`src/rtl/vga_sync_decoder.sv`:
```
// Recovers pixel/line coordinates and lock status from incoming VGA syncs.
// Optional VGA_SYNC_STATS_EN adds a saturating lock-loss counter err_count.
module vga_sync_decoder #(
  parameter int H_VISIBLE       = 640,
  parameter int H_SYNC_START    = 656,
  parameter int H_TOTAL         = 800,
  parameter int V_VISIBLE       = 480,
  parameter int V_SYNC_START    = 490,
  parameter int V_TOTAL         = 525,
  parameter int SYNC_ACTIVE_LOW = 1,
  parameter int LOCK_LINES      = 4
) (
  input  logic        clk25MHz,
  input  logic        reset_n,
  input  logic        hsync,
  input  logic        vsync,
  output logic [15:0] pixel_x,
  output logic [15:0] pixel_y,
  output logic        active_video,
  output logic        line_start,
  output logic        frame_start,
  output logic        locked
`ifdef VGA_SYNC_STATS_EN
  ,
  output logic [15:0] err_count
`endif
);

  localparam logic ACT = (SYNC_ACTIVE_LOW != 0) ? 1'b0 : 1'b1;
  localparam logic [15:0] HV  = 16'(H_VISIBLE);
  localparam logic [15:0] HSS = 16'(H_SYNC_START);
  localparam logic [15:0] HT  = 16'(H_TOTAL);
  localparam logic [15:0] VV  = 16'(V_VISIBLE);
  localparam logic [15:0] VSS = 16'(V_SYNC_START);
  localparam logic [15:0] VT  = 16'(V_TOTAL);
  localparam logic [15:0] LMX = 16'(2 * H_TOTAL);
  localparam logic [7:0]  LL  = 8'(LOCK_LINES);

  typedef enum logic {
    UNLOCKED,
    H_LOCKED
  } state_t;

  state_t      state, state_nx;
  logic        hs_s1, hs_s2, vs_s1, vs_s2;
  logic        hs_edge, vs_edge, h_wrap;
  logic        bad_line, timeout;
  logic [15:0] x_nx, y_nx;
  logic [15:0] len, len_nx;
  logic [15:0] line_cnt, line_cnt_nx, lc_hs;
  logic [7:0]  good, good_nx;
  logic        v_valid, v_valid_nx;
  logic        v_armed, v_armed_nx;
  logic        locked_nx;

  always_comb begin
    hs_edge  = (hs_s1 == ACT) && (hs_s2 != ACT);
    vs_edge  = (vs_s1 == ACT) && (vs_s2 != ACT);
    h_wrap   = (pixel_x == HT - 16'd1);

    x_nx = pixel_x + 16'd1;
    if (hs_edge)     x_nx = HSS;
    else if (h_wrap) x_nx = 16'd0;

    y_nx = pixel_y;
    if (vs_edge)
      y_nx = VSS;
    else if (!hs_edge && h_wrap)
      y_nx = (pixel_y == VT - 16'd1) ? 16'd0 : pixel_y + 16'd1;

    // timeout fires once, on the cycle len saturates
    len_nx = (len == LMX) ? len : len + 16'd1;
    if (hs_edge) len_nx = 16'd1;
    timeout  = !hs_edge && (len == LMX - 16'd1);
    bad_line = hs_edge && (len != HT);

    good_nx = good;
    if (bad_line || timeout)
      good_nx = 8'd0;
    else if (hs_edge && good != LL)
      good_nx = good + 8'd1;

    state_nx = state;
    unique case (state)
      UNLOCKED: if (good_nx == LL) state_nx = H_LOCKED;
      H_LOCKED: if (bad_line || timeout) state_nx = UNLOCKED;
      default:  state_nx = UNLOCKED;
    endcase

    lc_hs = line_cnt;
    if (hs_edge && line_cnt != 16'hFFFF) lc_hs = line_cnt + 16'd1;
    line_cnt_nx = vs_edge ? 16'd0 : lc_hs;

    // first vsync after horizontal lock only arms the frame check
    v_valid_nx = v_valid;
    v_armed_nx = v_armed;
    if (state == H_LOCKED && vs_edge) begin
      if (v_armed) v_valid_nx = (lc_hs == VT);
      v_armed_nx = 1'b1;
    end
    if (state_nx != H_LOCKED) begin
      v_valid_nx = 1'b0;
      v_armed_nx = 1'b0;
    end

    locked_nx = (state_nx == H_LOCKED) && v_valid_nx;
  end

  always_ff @(posedge clk25MHz or negedge reset_n) begin
    if (!reset_n) begin
      hs_s1        <= ~ACT;
      hs_s2        <= ~ACT;
      vs_s1        <= ~ACT;
      vs_s2        <= ~ACT;
      pixel_x      <= 16'd0;
      pixel_y      <= 16'd0;
      len          <= 16'd0;
      good         <= 8'd0;
      line_cnt     <= 16'd0;
      state        <= UNLOCKED;
      v_valid      <= 1'b0;
      v_armed      <= 1'b0;
      locked       <= 1'b0;
      active_video <= 1'b0;
      line_start   <= 1'b0;
      frame_start  <= 1'b0;
    end else begin
      hs_s1        <= hsync;
      hs_s2        <= hs_s1;
      vs_s1        <= vsync;
      vs_s2        <= vs_s1;
      pixel_x      <= x_nx;
      pixel_y      <= y_nx;
      len          <= len_nx;
      good         <= good_nx;
      line_cnt     <= line_cnt_nx;
      state        <= state_nx;
      v_valid      <= v_valid_nx;
      v_armed      <= v_armed_nx;
      locked       <= locked_nx;
      active_video <= locked_nx && (x_nx < HV) && (y_nx < VV);
      line_start   <= (x_nx == 16'd0);
      frame_start  <= (x_nx == 16'd0) && (y_nx == 16'd0);
    end
  end

`ifdef VGA_SYNC_STATS_EN
  logic err_ev;

  // simultaneous h-lock loss and v_valid drop count once
  assign err_ev = (state == H_LOCKED && state_nx == UNLOCKED)
               || (v_valid && !v_valid_nx);

  always_ff @(posedge clk25MHz or negedge reset_n) begin
    if (!reset_n)
      err_count <= 16'd0;
    else if (err_ev && err_count != 16'hFFFF)
      err_count <= err_count + 16'd1;
  end
`endif

endmodule
```
`config.mk`:
```
export PLATFORM = sky130hd
export DESIGN_NAME = vga_sync_decoder
export DESIGN_NICKNAME = d
export VERILOG_FILES = /design/src/rtl/vga_sync_decoder.sv
export SDC_FILE = /design/constraint.sdc
export NUM_CORES = 1
export LEC_CHECK = 0
export ABC_CLOCK_PERIOD_IN_PS = 2800
export CAP_MARGIN = 25
export CORE_UTILIZATION = 53
export DETAILED_ROUTE_END_ITERATION = 7
export PLACE_DENSITY_LB_ADDON = 0.3
export SYNTH_ARGS = -nofsm -noshare
export SYNTH_HDL_FRONTEND = slang
export SYNTH_SLANG_ARGS = --single-unit
```
`constraint.sdc`:
```
create_clock -name clk25MHz -period 2.8 [get_ports clk25MHz]
set_input_delay 0.7 -clock clk25MHz [delete_from_list [all_inputs] [get_ports clk25MHz]]
set_output_delay 0.7 -clock clk25MHz [all_outputs]
set_load 0.02 [all_outputs]
```
==> impl_metrics.json <==
{
  "outcome": "finished, final reports clean",
  "antenna_found_initial": 0,
  "die_w_um": 96.9,
  "worstSetupPathType": "flop to flop",
  "fp.dieArea_um2": 9390,
  "cts.path.max_buffers": 2,
  "drt_iter0_markers": 166,
  "power_leakage_uw": 0.00234,
  "synth_top_area_share_pct": 40.9,
  "drive_gt1_share_pct": 14.3,
  "syn_area_um2": 4770,
  "internal_power_uw": 1870,
  "rsz0062_at_grt": "yes",
  "worstMarginPinSlew_ns": 0.713,
  "post_cts_buffers": 0,
  "avgSynthCellArea_um2": 9.42,
  "ys_seq_elements": 82,
  "syn_inst": 507,
  "p_comb_share_pct": 15.5,
  "n_antenna_cell": 0,
  "firstDrtPassIters": 4,
  "hold_path_class": "primary input to asynchronous set/reset pin",
  "initial_core_util_pct": 54.7,
  "cts_buffers": 9,
  "dr_total_vias": 4014,
  "seq_power_share_pct": 49.9,
  "root_buffer": "clkbuf_8",
  "finalCriticalPeriod_ns": 2.70,
  "final.setup.worst_slack_ns": 0.102,
  "synth_edf_count": 0,
  "first_global_vias": 4096,
  "io_pins": 40,
  "drt-total-wl_mm": 11.1,
  "syn_to_final_growth_pct": 18.6,
  "hold_viol": 0,
  "drv_cap": 0,
  "drv_slew": 0,
  "die-height_um": 96.9,
  "finalNonFillerCells": 675,
  "synthArstFlopShare_pct": 100,
  "finalClockSkew_ns": 0.0103,
  "route.detailed.drc": 0,
  "grt_max_degree": 50,
  "htree_levels": 3,
  "stdcell_area_um2": 5660,
  "coreArea_um2": 8720,
  "synth_top_cells_by_area": "dfrtp_1 (41%), xnor2_1 (6.6%), nor2_1 (6.1%), xor2_1 (4.6%), nand3_1 (2.6%)",
  "io_buffers": 39,
  "synthFlopType": "dfrtp_1",
  "cp-end-kind": "flop",
  "yosysWarnings": 0,
  "wl_per_cell_um": 16.5,
  "maxSlewHeadroom_pct": 52.1,
  "std_cell_rows": 34,
  "synthTopCellsByCount": "dfrtp_1 (78), nor2_1 (78), xnor2_1 (36)",
  "place.gp.congestion": 0.895,
  "p_clk_share_pct": 34.5,
  "grt_pass1_wl_mm": 18.9,
  "fin_hold_ws_ns": 0.337,
  "critPathLaunchType": "flop",
  "vias_per_cell": 5.95,
  "path_max_fanout": 7,
  "placedInstanceArea_um2": 5420,
  "dpl.cell_count": 659,
  "pre_cts_ws_ns": 0.0877,
  "syn_nets": 519,
  "p_sw_uw": 775,
  "cts.clk_slew.worst_paths_ns": 0.09,
  "finalSetupViolCount": 0,
  "yosysTopAreaCell": "dfrtp_1",
  "min_period_over_period_pct": 96.3,
  "nets": 574,
  "cts_tree": "done",
  "clock-sinks": 82,
  "swShare_pct": 29.3,
  "track_usage_pct": 25.0,
  "cp.arrival_ns": 2.98,
  "yosysUniqueCellTypes": 70,
  "fmax_mhz": 371,
  "yosysSeqAreaShare_pct": 43.1,
  "worstPathRequired_ns": 3.08,
  "dp_hpwl_mm": 8.02,
  "grt_overflow_total": 0,
  "clock_latency_ns": 0.36,
  "peakVddDrop_mv": 0.316,
  "detail-route-antenna-nets": 0,
  "power_density_nw_per_um2": 467
}
kinds of logic after synthesis:
logic type	count (synthesis)	share of synthesized area, %
AOI/OAI and AO/OA	56	8.75
xor gates and xnor gates	61	11.2
adders and majority gates	8	2.10
buffers and inverters	37	3.17
DFF	82	43.1
muxes	7	1.57
and+or+nand+nor	256	30.1
state kept, by name, summed over array words and instances (netlist names):
name and count:
pixel_y 16, pixel_x 16, line_start 1, frame_start 1, v_armed 1, good 8
len 16, vs_s1 1, locked 1, line_cnt 16, active_video 1, state 1
hs_s2 1, hs_s1 1, vs_s2 1
critical path, cell delays in order, from the launching register on:
cell and delay [ns]:
dfrtp_1 0.40, ha_1 0.18, and4_1 0.37, nand4_2 0.25, buf_4 0.24, o31ai_4 0.25
a21oi_2 0.08, or2_1 0.24, or3_1 0.36, nor4b_2 0.26
stage by stage:
step           util [%]  total power (µW)  setup TNS (ns)
2_1_floorplan         -              1580               0
3_3_place_gp       62.2              1730               0
3_5_place_dp       62.2              1750               0
4_1_cts            64.6              2670               0
5_1_grt            64.9              2780         -0.0506
6_report           64.9              2650               0
cell usage in the layout, fill, tap and decap left out, types with 10 or more instances in the layout:
cell type	count
nor2_1	78
dfrtp_1	78
clkdlybuf4s50_1	38
xnor2_1	36
nand2_1	29
buf_4	27
nand3_1	25
xor2_1	25
nor4_1	17
nand4_1	16
inv_1	15
a21oi_1	15
nor3_1	13
and3_1	12
clkbuf_8	10
power groups by stage:
stage | Combinational (µW) | Clock [µW] | Sequential, µW
2_1_floorplan | 219 | 0 | 1360
3_3_place_gp | 396 | 0 | 1340
3_5_place_dp | 412 | 0 | 1340
4_1_cts | 413 | 940 | 1320
5_1_grt | 457 | 993 | 1330
6_report | 411 | 913 | 1320
final timing paths:
path                             from           end  slack (ns)  cells past startpoint
setup / recovery           pixel_x[1]  active_video        0.10                      9
hold / removal                reset_n        len[8]        0.34                      1
setup reg to reg           pixel_x[1]  active_video        0.10                      9
hold reg to reg                 vs_s1         vs_s2        0.38                      0
max in group asynchronous     reset_n    line_start        1.87                      2
min in group clk25MHz           vs_s1         vs_s2        0.38                      0
area by class of cell:
cell class	count	area (µm²)
fillers	699	3060
multi-input cells	388	2600
flip-flops and latches	82	2060
repair buffers	66	603
clock buffers	10	138
well taps	108	135
clock inverters	6	73.8
inverters	15	56.3
what timing repair did:
item	4_1_cts	5_1_grt
setup endpoints to repair	0	2
gates resized for setup	0	7
hold buffers	0	0
endpoints found under the hold margin	0	0
per-layer routing:
metal  routed length (µm)  vias to the layer above  share of wire, %  track usage (%)
met5                    0                        -                 0                0
met4                  260                        0               2.3             10.3
met3                  536                       25               4.8             5.85
met2                 5350                      111                48             40.8
met1                 4980                     1948                45             32.1
li1                     -                     1930                 -                -
(Power assumes the default switching activity.)
